File: src/rtl/dlsc_pcie_s6_rdtag.sv
// Read-request tag allocator and completion-credit governor.
// Hands out the lowest free PCIe tag to each split read command, reserves
// completion-buffer space (DW) for it, and returns tag and space as the
// completion path reports data for that tag.

// Per-tag bookkeeping: in-use flag and DW still expected for the tag.
module dlsc_pcie_s6_rdtag_slot (
  input  logic        clk,
  input  logic        rst_n,
  input  logic        alloc,
  input  logic [10:0] alloc_dw,
  input  logic        hit,
  input  logic [10:0] hit_len,
  input  logic        hit_last,
  output logic        used,
  output logic [10:0] rem
);

  // Allocation loads the full request size; legal completions drain it.
  // A final completion frees the tag, discarding any leftover count.
  always_ff @(posedge clk or negedge rst_n) begin
    if (!rst_n) begin
      used <= 1'b0;
      rem  <= '0;
    end else if (alloc) begin
      used <= 1'b1;
      rem  <= alloc_dw;
    end else if (hit) begin
      if (hit_last) begin
        used <= 1'b0;
        rem  <= '0;
      end else begin
        rem  <= rem - hit_len;
      end
    end
  end

endmodule

module dlsc_pcie_s6_rdtag #(
  parameter int ADDR     = 32,
  parameter int LEN      = 10,
  parameter int META     = 1,
  parameter int TAGS     = 8,
  parameter int TAG_BITS = 5,
  parameter int CPL_DW   = 1024
) (
  input  logic                clk,
  input  logic                rst_n,
  output logic                cmd_ready,
  input  logic                cmd_valid,
  input  logic [ADDR-3:0]     cmd_addr,
  input  logic [LEN-1:0]      cmd_len,
  input  logic [META-1:0]     cmd_meta,
  input  logic                cmd_last,
  input  logic                req_ready,
  output logic                req_valid,
  output logic [ADDR-3:0]     req_addr,
  output logic [LEN-1:0]      req_len,
  output logic [TAG_BITS-1:0] req_tag,
  output logic [META-1:0]     req_meta,
  output logic                req_last,
  input  logic                cpl_valid,
  input  logic [TAG_BITS-1:0] cpl_tag,
  input  logic [10:0]         cpl_len,
  input  logic                cpl_last,
  output logic                cpl_err,
  output logic [TAG_BITS:0]   outstanding,
  output logic                idle
);

  // Wide enough for the largest buffer (4096 DW).
  localparam int CW = 13;

  logic [TAGS-1:0]         used;
  logic [TAGS-1:0][10:0]   rem;
  logic [TAGS-1:0]         alloc_vec;
  logic [TAGS-1:0]         hit_vec;
  logic [CW-1:0]           credits, credits_nxt;
  logic [TAG_BITS:0]       outstanding_nxt;
  logic [TAG_BITS-1:0]     sel;
  logic                    any_free;
  logic                    cur_used;
  logic [10:0]             cur_rem;
  logic [10:0]             dw;
  logic [10:0]             ret;
  logic                    cpl_ok;
  logic                    accept;

  // Allocation, completion legality and credit arithmetic; the allocator
  // only looks at registered state, so a tag freed this cycle is not reused.
  always_comb begin
    dw       = (cmd_len == '0) ? 11'd1024 : 11'(cmd_len);
    sel      = '0;
    any_free = 1'b0;
    for (int i = TAGS-1; i >= 0; i--) begin
      if (!used[i]) begin
        sel      = TAG_BITS'(i);
        any_free = 1'b1;
      end
    end
    // Tags at or above TAGS never match, so they read as not in use.
    cur_used = 1'b0;
    cur_rem  = '0;
    for (int i = 0; i < TAGS; i++) begin
      if (cpl_tag == TAG_BITS'(i)) begin
        cur_used = used[i];
        cur_rem  = rem[i];
      end
    end
    cpl_ok    = cpl_valid && cur_used && (cpl_len <= cur_rem);
    // A final completion returns everything still reserved for the tag.
    ret       = cpl_last ? cur_rem : cpl_len;
    cmd_ready = (!req_valid || req_ready) && any_free && (credits >= CW'(dw));
    accept    = cmd_valid && cmd_ready;
    credits_nxt = credits - (accept ? CW'(dw) : CW'(0)) + (cpl_ok ? CW'(ret) : CW'(0));
    outstanding_nxt = outstanding + (TAG_BITS+1)'(accept) - (TAG_BITS+1)'(cpl_ok && cpl_last);
    for (int i = 0; i < TAGS; i++) begin
      alloc_vec[i] = accept && (sel == TAG_BITS'(i));
      hit_vec[i]   = cpl_ok && (cpl_tag == TAG_BITS'(i));
    end
  end

  for (genvar g = 0; g < TAGS; g++) begin : g_slot
    dlsc_pcie_s6_rdtag_slot u_slot (
      .clk      (clk),
      .rst_n    (rst_n),
      .alloc    (alloc_vec[g]),
      .alloc_dw (dw),
      .hit      (hit_vec[g]),
      .hit_len  (cpl_len),
      .hit_last (cpl_last),
      .used     (used[g]),
      .rem      (rem[g])
    );
  end

  // Credit pool, tag population count and illegal-report pulse.
  always_ff @(posedge clk or negedge rst_n) begin
    if (!rst_n) begin
      credits     <= CW'(CPL_DW);
      outstanding <= '0;
      cpl_err     <= 1'b0;
    end else begin
      credits     <= credits_nxt;
      outstanding <= outstanding_nxt;
      cpl_err     <= cpl_valid && !cpl_ok;
    end
  end

  // Request output register: loads on accept, holds under backpressure.
  always_ff @(posedge clk or negedge rst_n) begin
    if (!rst_n) begin
      req_valid <= 1'b0;
      req_addr  <= '0;
      req_len   <= '0;
      req_tag   <= '0;
      req_meta  <= '0;
      req_last  <= 1'b0;
    end else if (accept) begin
      req_valid <= 1'b1;
      req_addr  <= cmd_addr;
      req_len   <= cmd_len;
      req_tag   <= sel;
      req_meta  <= cmd_meta;
      req_last  <= cmd_last;
    end else if (req_ready) begin
      req_valid <= 1'b0;
    end
  end

  assign idle = (outstanding == '0) && !req_valid;

endmodule

File: config.mk
export PLATFORM = sky130hd
export DESIGN_NAME = dlsc_pcie_s6_rdtag
export DESIGN_NICKNAME = d
export VERILOG_FILES = /design/src/rtl/dlsc_pcie_s6_rdtag.sv
export SDC_FILE = /design/constraint.sdc
export NUM_CORES = 1
export LEC_CHECK = 0
export CAP_MARGIN = 20
export CORE_UTILIZATION = 53
export DETAILED_ROUTE_END_ITERATION = 10
export PLACE_DENSITY = 0.78
export SLEW_MARGIN = 10
export SYNTH_ARGS = -nofsm -noshare
export SYNTH_HDL_FRONTEND = slang
export SYNTH_SLANG_ARGS = --single-unit
File: constraint.sdc
create_clock -name clk -period 5.4 [get_ports clk]
set_input_delay 0.81 -clock clk [delete_from_list [all_inputs] [get_ports clk]]
set_output_delay 0.81 -clock clk [all_outputs]
set_load 0.01 [all_outputs]
After elaboration in Yosys (flattened, before gate mapping) --
Cells that the tools add are included.
Word-level totals: flip-flop bits (word level) 164, output and inout port bits 57, word-level logic and storage cells 188
Operators by class: add/subtract/negate cells 12, $lt $le $gt $ge 2, eq/ne operators 14, multiplexer cells 79, reductions and logical operators 56
Operator list (number):
- 11-bit two-way mux | 36
- 11-bit subtractor | 8
- 5-bit by 3-bit equality test with 1-bit output, second input constant | 8
- 1-bit two-way mux | 35
- 2-bit nonzero test | 17
- 5-bit two-way mux | 6
- 1-bit logical AND | 24
- 5-bit by 2-bit equality test with 1-bit output, second input constant | 4
- 2-bit AND reduction | 8
- 13-bit by 11-bit adder with 13-bit output | 1
- 13-bit by 11-bit greater-or-equal comparator with 1-bit output | 1
- 13-bit by 11-bit subtractor with 13-bit output | 1
- 11-bit less-or-equal comparator | 1
- 5-bit by 1-bit equality test with 1-bit output, second input constant | 2
- 10-bit zero test | 1
- 5-bit zero test | 2
- 6-bit by 1-bit adder with 6-bit output | 1
- 6-bit zero test | 1
- 3-bit two-way mux | 2
- 6-bit by 1-bit subtractor with 6-bit output | 1
- 1-bit zero test | 2
- 1-bit logical OR | 1

Longest topological paths before layout --
Gate-level depths: netlist of the first run.
depth after elaboration 14, mapped depth 28, gate-level depth less buffers 27

Cells and area by module --
Synthesis of the first run repeated with hierarchy kept, for this count alone.
Unflattened totals: cells, all modules 1627, area, all modules 13960.9 um2
By module, submodules not included:
- dlsc_pcie_s6_rdtag_slot (g_slot[1].u_slot ...) | instances 7, cells each 128, area an instance 1039.7 um2, seq. area each 300.3 um2
- dlsc_pcie_s6_rdtag | instances 1, cells each 600, area an instance 5589.1 um2, seq. area each 1652.8 um2
- dlsc_pcie_s6_rdtag_slot (g_slot[0].u_slot) | instances 1, cells each 131, area an instance 1093.5 um2, seq. area each 300.3 um2

Worst setup path after synthesis of the first run --
No wires, ideal clock.
path type input port to flip-flop, start in cpl_tag[4], end reg credits[12], library setup time 0.079 ns, data arrival time 6.067 ns, data required time 5.321 ns, setup slack -0.746 ns, stages on the path 27, path buffers 3, cell sequence nor4_1 and2_1 buf_1 a22o_1 a221oi_1 a21oi_1 a21oi_1 ha_1 o211ai_1 a21oi_1 nor4_1 o311a_1 o21a_4 buf_12 buf_6 o211ai_1 fa_1 inv_1 fa_1 a21o_1 a21oi_1 o21ai_0 a31oi_1 nor2b_1 o21a_1 o41ai_1 xor2_1
On the way: word-level cells in the longest chain between the ends 13, elaborated cells between the ends (all ways) 30, those cells by class 1 x add/sub; 1 x order compare; 7 x eq/ne; 18 x mux; 3 x reduce/logical
Ends and longest elaborated chain:
- from (decl) | line 64 | input logic [TAG_BITS-1:0] cpl_tag,
- 5-bit zero test | line 106 | if (cpl_tag == TAG_BITS'(i)) begin
- 11-bit two-way mux or 1-bit two-way mux (tied branches) (8 in series) | line 106
- 11-bit less-or-equal comparator or 1-bit logical AND (tied branches) | line 111 | cpl_ok = cpl_valid && cur_used && (cpl_len <= cur_rem);
- 1-bit logical AND | line 111
- 11-bit two-way mux * | line 116 | credits_nxt = credits - (accept ? CW'(dw) : CW'(0)) + (cpl_ok ? CW'(ret) : CW'(0));
- 13-bit by 11-bit adder with 13-bit output * | line 116
- net credits_nxt[12] | line 79 | logic [CW-1:0] credits, credits_nxt;
- to (signal assigned) | line 141 | credits <= CW'(CPL_DW);
- to (signal assigned) | line 145 | credits <= credits_nxt;
- to (decl) | line 79
The timed path passes the listed nets; every way through them passes the cells marked *. A chain may end at the register's enable or synchronous reset.

Final worst setup path of the first run --
start in cpl_tag[0], end reg credits[12]
Same word-level chain as after synthesis.

==> flow_metrics.py, run 1 <==
metrics = {
    "detailed_routing": {
        "wire_per_inst_um": 22.2,
        "first_iter_violations": 1132,
        "drt-met1-wl_mm": 17.4,
        "top_layer": "met4",
        "wl_met3_mm": 3.80,
        "vias": 12300,
        "ant_nets": 0,
        "drc": 0,
        "avgViaCountPerCell": 6.20,
        "first_pass_iters": 7,
        "wirelength_mm": 44.0,
        "routed-wl-met2_mm": 20.2,
    },
    "floorplan": {
        "die_h_um": 156,
        "die-area_um2": 24200,
        "rows": 55,
        "core_area_um2": 22900,
        "initial_core_util_pct": 54.6,
        "die_width_um": 156,
        "ioPinCount": 121,
    },
    "global_route": {
        "first_global_vias": 12100,
        "grt_antenna_before_repair": 0,
        "grt.total_usage_pct": 36.9,
        "grt_pass1_wl_mm": 67.5,
        "grt_max_degree": 69,
        "overflow": 0,
    },
    "sta": {
        "hold_violations": 0,
        "relSlewSlack_pct": 23.0,
        "final.period_utilization_pct": 104,
        "tightestPinTransition_ns": 1.15,
        "layout_min_cycle_time_ns": 5.59,
        "fmax_ghz": 0.179,
        "fin_skew_ns": 0.0112,
        "slew_violations": 0,
        "rsz0062_at_grt": "yes",
        "setup_violations": 2,
        "fin_ws_ns": -0.189,
        "whs_ns": 0.353,
    },
    "setup_path": {
        "cpLargestDelayFamily": "compound AO/OA/AOI/OAI gates",
        "critPathArrivalTime_ns": 5.95,
        "critPathCaptureType": "flop",
        "crit_buf_inv": 3,
        "cp_common_cell": "a21oi_2",
        "crit_slowest_cell": "fa_1",
        "path_max_fanout": 3,
        "crit_required_ns": 5.76,
        "startpoint_type": "primary input",
        "critPathKind": "in2reg",
        "critPathMaxStageDelay_ns": 0.60,
    },
    "synth": {
        "synth_top_area_share_pct": 32.2,
        "synthArstFlopShare_pct": 100,
        "synth_edf_count": 0,
        "syn-cell-area_um2": 12500,
        "syn_avg_cell_area_um2": 8.81,
        "ys.warnings.count": 0,
        "synth_top_area_cell": "dfrtp_1",
        "synth.most_common_cell": "nand2_1",
        "ys_top_cells_by_count": "nand2_1, dfrtp_1, ha_1, nor2_1, inv_1",
        "ys_types": 84,
        "syn_inst": 1420,
        "yosysSeqAreaShare_pct": 32.4,
        "synthFlopType": "dfrtp_1",
        "synth.area.top_cells": "dfrtp_1, ha_1, nand2_1, xnor2_1, nor2_1",
        "ys_seq_elements": 162,
    },
    "power": {
        "vdd_drop_max_mv": 0.525,
        "power_per_cell_area_nw_per_um2": 583,
        "p_leak_nw": 7.52,
        "total_power_w": 0.00931,
    },
    "clock_network": {
        "cts_hold_buf": 0,
        "cts_htree_levels": 4,
        "cts_buffers": 17,
        "clockRootBuffer": "clkbuf_16",
        "cts.sinks": 162,
        "cts_tree": "built",
        "clk_pin_slew_ns": 0.08,
        "cts_buffer_depth": 2,
        "insertion_delay_ns": 0.44,
    },
    "finish": {
        "postLayoutCellArea_um2": 16000,
        "drive_gt1_share_pct": 18.0,
        "nets": 1867,
        "synthToLayoutAreaGrowth_pct": 27.7,
        "n_antenna_cell": 0,
        "fin_util_pct": 69.7,
    },
    "hold_path": {
        "hold_class": "in2async",
    },
    "run_status": {
        "violations": "setup timing",
        "status": "finished with violations",
    },
    "run": {
        "cap_violations": 0,
    },
    "placed_design": {
        "gp_congestion": 0.992,
        "dpl_cell_area_um2": 14900,
        "pre_cts_slack_ns": -1.15,
        "place_hpwl_mm": 32.0,
        "port_buffers": 118,
    },
}
[power by group]
group	total (W)	leakage, nW	internal, W	switching [W]
registers	0.00236	2.01	0.00179	0.000570
logic	0.00564	5.20	0.00268	0.00296
clock network	0.00132	0.307	0.000677	0.000641
total	0.00931	7.52	0.00514	0.00417
[final timing paths]
path | start | slack, ns | end | depth (start not counted)
worst max-delay path | cpl_tag[0] | -0.19 | credits[12] | 27
worst min-delay path | rst_n | 0.35 | g_slot[5].u_slot.rem[3] | 1
worst max register to register | g_slot[2].u_slot.rem[4] | 0.13 | credits[12] | 24
worst min register to register | req_addr[14] | 0.47 | req_addr[14] | 2
max in group asynchronous | rst_n | 3.87 | g_slot[2].u_slot.rem[7] | 2
min in group clk | req_addr[14] | 0.47 | req_addr[14] | 2
[kinds of logic (layout without fill, tap and decap cells)]
kind of cell	after synthesis	in the layout	share of synthesized area, %
xor+xnor	85	85	5.95
fa+ha+maj	145	145	15.7
flops	162	162	32.4
compound gates	356	356	21.2
simple gates	511	511	18.9
other cells	1	2	0.0300
buf+inv	160	410	5.80
[metrics by stage]
step / TNS (ns) / cells
after global placement: -8.38 / 1928
after floorplan: -0.981 / 1421
after CTS: -0.101 / 1979
after detailed placement: -9.69 / 1928
final: -0.276 / 1984
after global routing: -1.07 / 1984
[repair_timing]
action / CTS / global route
pin swaps: 33 / 16
setup buffers: 19 / 5
endpoints found under the setup margin: 11 / 4
resized for setup: 76 / 20
[cells in the final DEF, fill, tap and decap left out, types with 7 or more instances in the layout]
cell type	n
a221oi_2	9
inv_1	94
dfrtp_1	161
o2111ai_1	7
xor2_1	31
o21ai_0	42
fa_1	19
nor2_1	114
a22oi_1	39
a21o_1	19
buf_6	8
a21oi_2	9
o21bai_1	7
a21oi_1	69
buf_4	154
clkinv_8	7
nor4_1	12
clkdlybuf4s50_1	110
a221oi_1	10
o211ai_1	28
nand2b_1	15
nand2_1	224
nand3_1	28
xnor2_1	53
nor2b_1	18
clkbuf_16	17
a31o_2	12
ha_1	119
a22o_1	11
a221o_1	40
nor3_1	31
[layer usage]
metal / GRT usage (%) / vias up
li1: - / 5551
met1: 46.5 / 5918
met2: 59.3 / 647
met3: 7.83 / 191
met4: 19.7 / 0
met5: 0 / -
[worst reg2reg max path: cells and delay by family (launching register included)]
kind	cells	cell delay [ns]
XOR/XNOR	1	0.19
AO/OA/AOI/OAI	15	2.68
flip-flops	1	0.44
adder cells (fa/ha/maj)	3	1.24
buffers and inverters	2	0.19
AND/OR/NAND/NOR	3	0.44
[cell type report]
class                   instances  area [um2]
clock buffers                  17         425
clock inverters                15         213
fillers                      1777        6940
inverters                     100         375
multi-input cells            1099        8080
flip-flops and latches        162        4060
well taps                     313         392
repair buffers                278        2440
[flip-flops by register name (all words and copies together) (netlist names)]
| signal | cells |
|---|---|
| g_slot.u_slot.rem | 88 |
| g_slot.u_slot.used | 8 |
| req_tag | 3 |
| req_addr | 30 |
| credits | 13 |
| cpl_err | 1 |
| outstanding | 6 |
| req_valid | 1 |
| req_meta | 1 |
| req_last | 1 |
| req_len | 10 |
No activity file was read; power rests on OpenSTA's default activity.
==> run 2, diff against run 1 <==
Settings changed: CAP_MARGIN 20 to not set, CORE_MARGIN set to 2.
==> flow_metrics.py, run 2 (synthesis gave the netlist of run 1 again) <==
metrics = {
    "sta": {
        "finalSetupTns_ns": -0.375,
        "fin_skew_ns": 0.0192,
        "final.period_utilization_pct": 103,
        "slew_violations": 0,
        "rsz0062_at_grt": "yes",
        "setup_violations": 3,
        "fmax_ghz": 0.179,
        "layout_min_cycle_time_ns": 5.58,
        "tightestPinTransition_ns": 1.04,
        "relSlewSlack_pct": 30.8,
        "hold_violations": 0,
        "fin_ws_ns": -0.181,
    },
    "floorplan": {
        "initial_core_util_pct": 53.6,
        "die_h_um": 158,
        "ioPinCount": 121,
        "core_area_um2": 23300,
        "die-area_um2": 24900,
        "die_width_um": 158,
        "rows": 56,
    },
    "power": {
        "power_per_cell_area_nw_per_um2": 592,
        "p_leak_nw": 7.49,
        "vdd_drop_max_mv": 0.435,
    },
    "detailed_routing": {
        "wirelength_mm": 44.9,
        "avgViaCountPerCell": 6.20,
        "first_iter_violations": 1239,
        "wire_per_inst_um": 22.6,
        "first_pass_iters": 6,
        "drc": 0,
        "ant_nets": 0,
        "vias": 12300,
    },
    "placed_design": {
        "place_hpwl_mm": 32.8,
        "pre_cts_slack_ns": -1.11,
        "gp_congestion": 1.03,
        "port_buffers": 118,
    },
    "setup_path": {
        "critPathArrivalTime_ns": 5.96,
        "startpoint_type": "primary input",
        "critPathKind": "in2reg",
        "path_max_fanout": 6,
        "crit_required_ns": 5.77,
        "critPathCaptureType": "flop",
    },
    "clock_network": {
        "insertion_delay_ns": 0.45,
        "cts_buffer_depth": 2,
        "cts_htree_levels": 4,
        "clockRootBuffer": "clkbuf_16",
        "cts_buffers": 17,
        "cts_tree": "built",
        "clk_pin_slew_ns": 0.08,
        "cts_hold_buf": 0,
        "cts.sinks": 162,
    },
    "finish": {
        "regArea_um2": 4060,
        "largest_reg_flops": 88,
        "final_cell_mix": "nand2_1, dfrtp_1, buf_4, ha_1, nor2_1",
        "synthToLayoutAreaGrowth_pct": 27.4,
        "layout_commonest_cell": "nand2_1",
        "largestRegisters": "g_slot.u_slot.rem (88), req_addr (30), credits (13)",
        "drive_gt1_share_pct": 18.0,
        "multi_input_area_um2": 8060,
        "nets": 1864,
        "n_antenna_cell": 0,
        "largest_register": "g_slot.u_slot.rem",
        "n_fill_cell": 1869,
    },
    "global_route": {
        "grt_antenna_before_repair": 1,
        "overflow": 0,
        "first_global_vias": 12000,
        "grt_pass1_wl_mm": 67.8,
        "grt.total_usage_pct": 36.2,
        "grt_max_degree": 163,
    },
    "run": {
        "cap_violations": 0,
    },
    "run_status": {
        "violations": "setup timing",
        "status": "finished with violations",
    },
    "hold_path": {
        "hold_class": "in2async",
    },
}
## run 2: cell types whose count changed in the layout (fill, tap and decap cells not counted), moves of 4 or more
cell / change
a21oi_1: -9
inv_8: +4
buf_6: +6
a221oi_2: -4
a221oi_1: +4
a21oi_2: +10
buf_4: -11
## run 2: what timing repair did
item | 4_1_cts | 5_1_grt
buffers inserted | 18 | 7
hold endpoints to repair | 0 | 0
pin swaps | 33 | 42
setup endpoints to repair | 12 | 5
gates resized for setup | 71 | 37
gates cloned | 0 | 0
## run 2: where the power goes
part / switching [W] / leakage [nW] / internal (W)
clock: 0.000644 / 0.301 / 0.000676
sequential: 0.000606 / 2.01 / 0.00179
combinational: 0.00299 / 5.18 / 0.00274
## run 2: worst paths after layout
kind	from	to	slack [ns]	cells after the start
setup / recovery	cpl_tag[2]	credits[12]	-0.18	28
hold / removal	rst_n	g_slot[0].u_slot.rem[3]	0.40	2
setup reg to reg	g_slot[2].u_slot.rem[4]	credits[12]	0.16	24
hold reg to reg	req_addr[17]	req_addr[17]	0.48	2
max in group asynchronous	rst_n	g_slot[6].u_slot.rem[10]	4.14	2
min in group clk	req_addr[17]	req_addr[17]	0.48	2
## run 2: area by class of cell
cell class                      count  area share (%)
Inverter                          100            2.35
Clock inverter                     15            1.29
Multi-Input combinational cell   1099            50.5
Tap cell                          319            2.50
Timing Repair Buffer              275            15.2
Sequential cell                   162            25.4
Clock buffer                       17            2.67
## run 2: critical path, cell delays in order
cell and delay (ns):
buf_8 0.08, buf_6 0.10, nor4b_4 0.05, and2b_2 0.24
a222oi_1 0.35, nand2_1 0.14, o21ai_2 0.09, a21oi_2 0.08
a221oi_2 0.23, ha_1 0.31, buf_6 0.13, o211ai_1 0.09
a21oi_2 0.06, nor4_2 0.23, o311a_1 0.27, o21a_4 0.16
o211ai_1 0.11, fa_1 0.54, inv_2 0.07, fa_2 0.39
a21o_1 0.19, a21oi_2 0.16, o21ai_1 0.10, a31oi_1 0.19
nor2b_1 0.08, o21a_1 0.20, o41ai_2 0.31, xor2_1 0.17
## run 2: per-layer routing
metal  part of all wire (%)  track usage, %
met1                     39            46.3
met2                     45            56.9
met3                    9.5            7.53
met4                    6.6            20.5
met5                  0.029               0
## run 2: per-stage QoR
step                      utilization, %  total power [W]  instances  hold WS, ns  area [um2]
after floorplan                        -          0.00579       1421        0.464       12600
after global placement              63.7          0.00741       1937        0.456       14900
after detailed placement            63.7          0.00761       1937        0.462       14900
after CTS                           67.7          0.00919       1987        0.481       15800
after global routing                68.3           0.0101       1987        0.495       15900
final                               68.3          0.00945       1987        0.396       15900
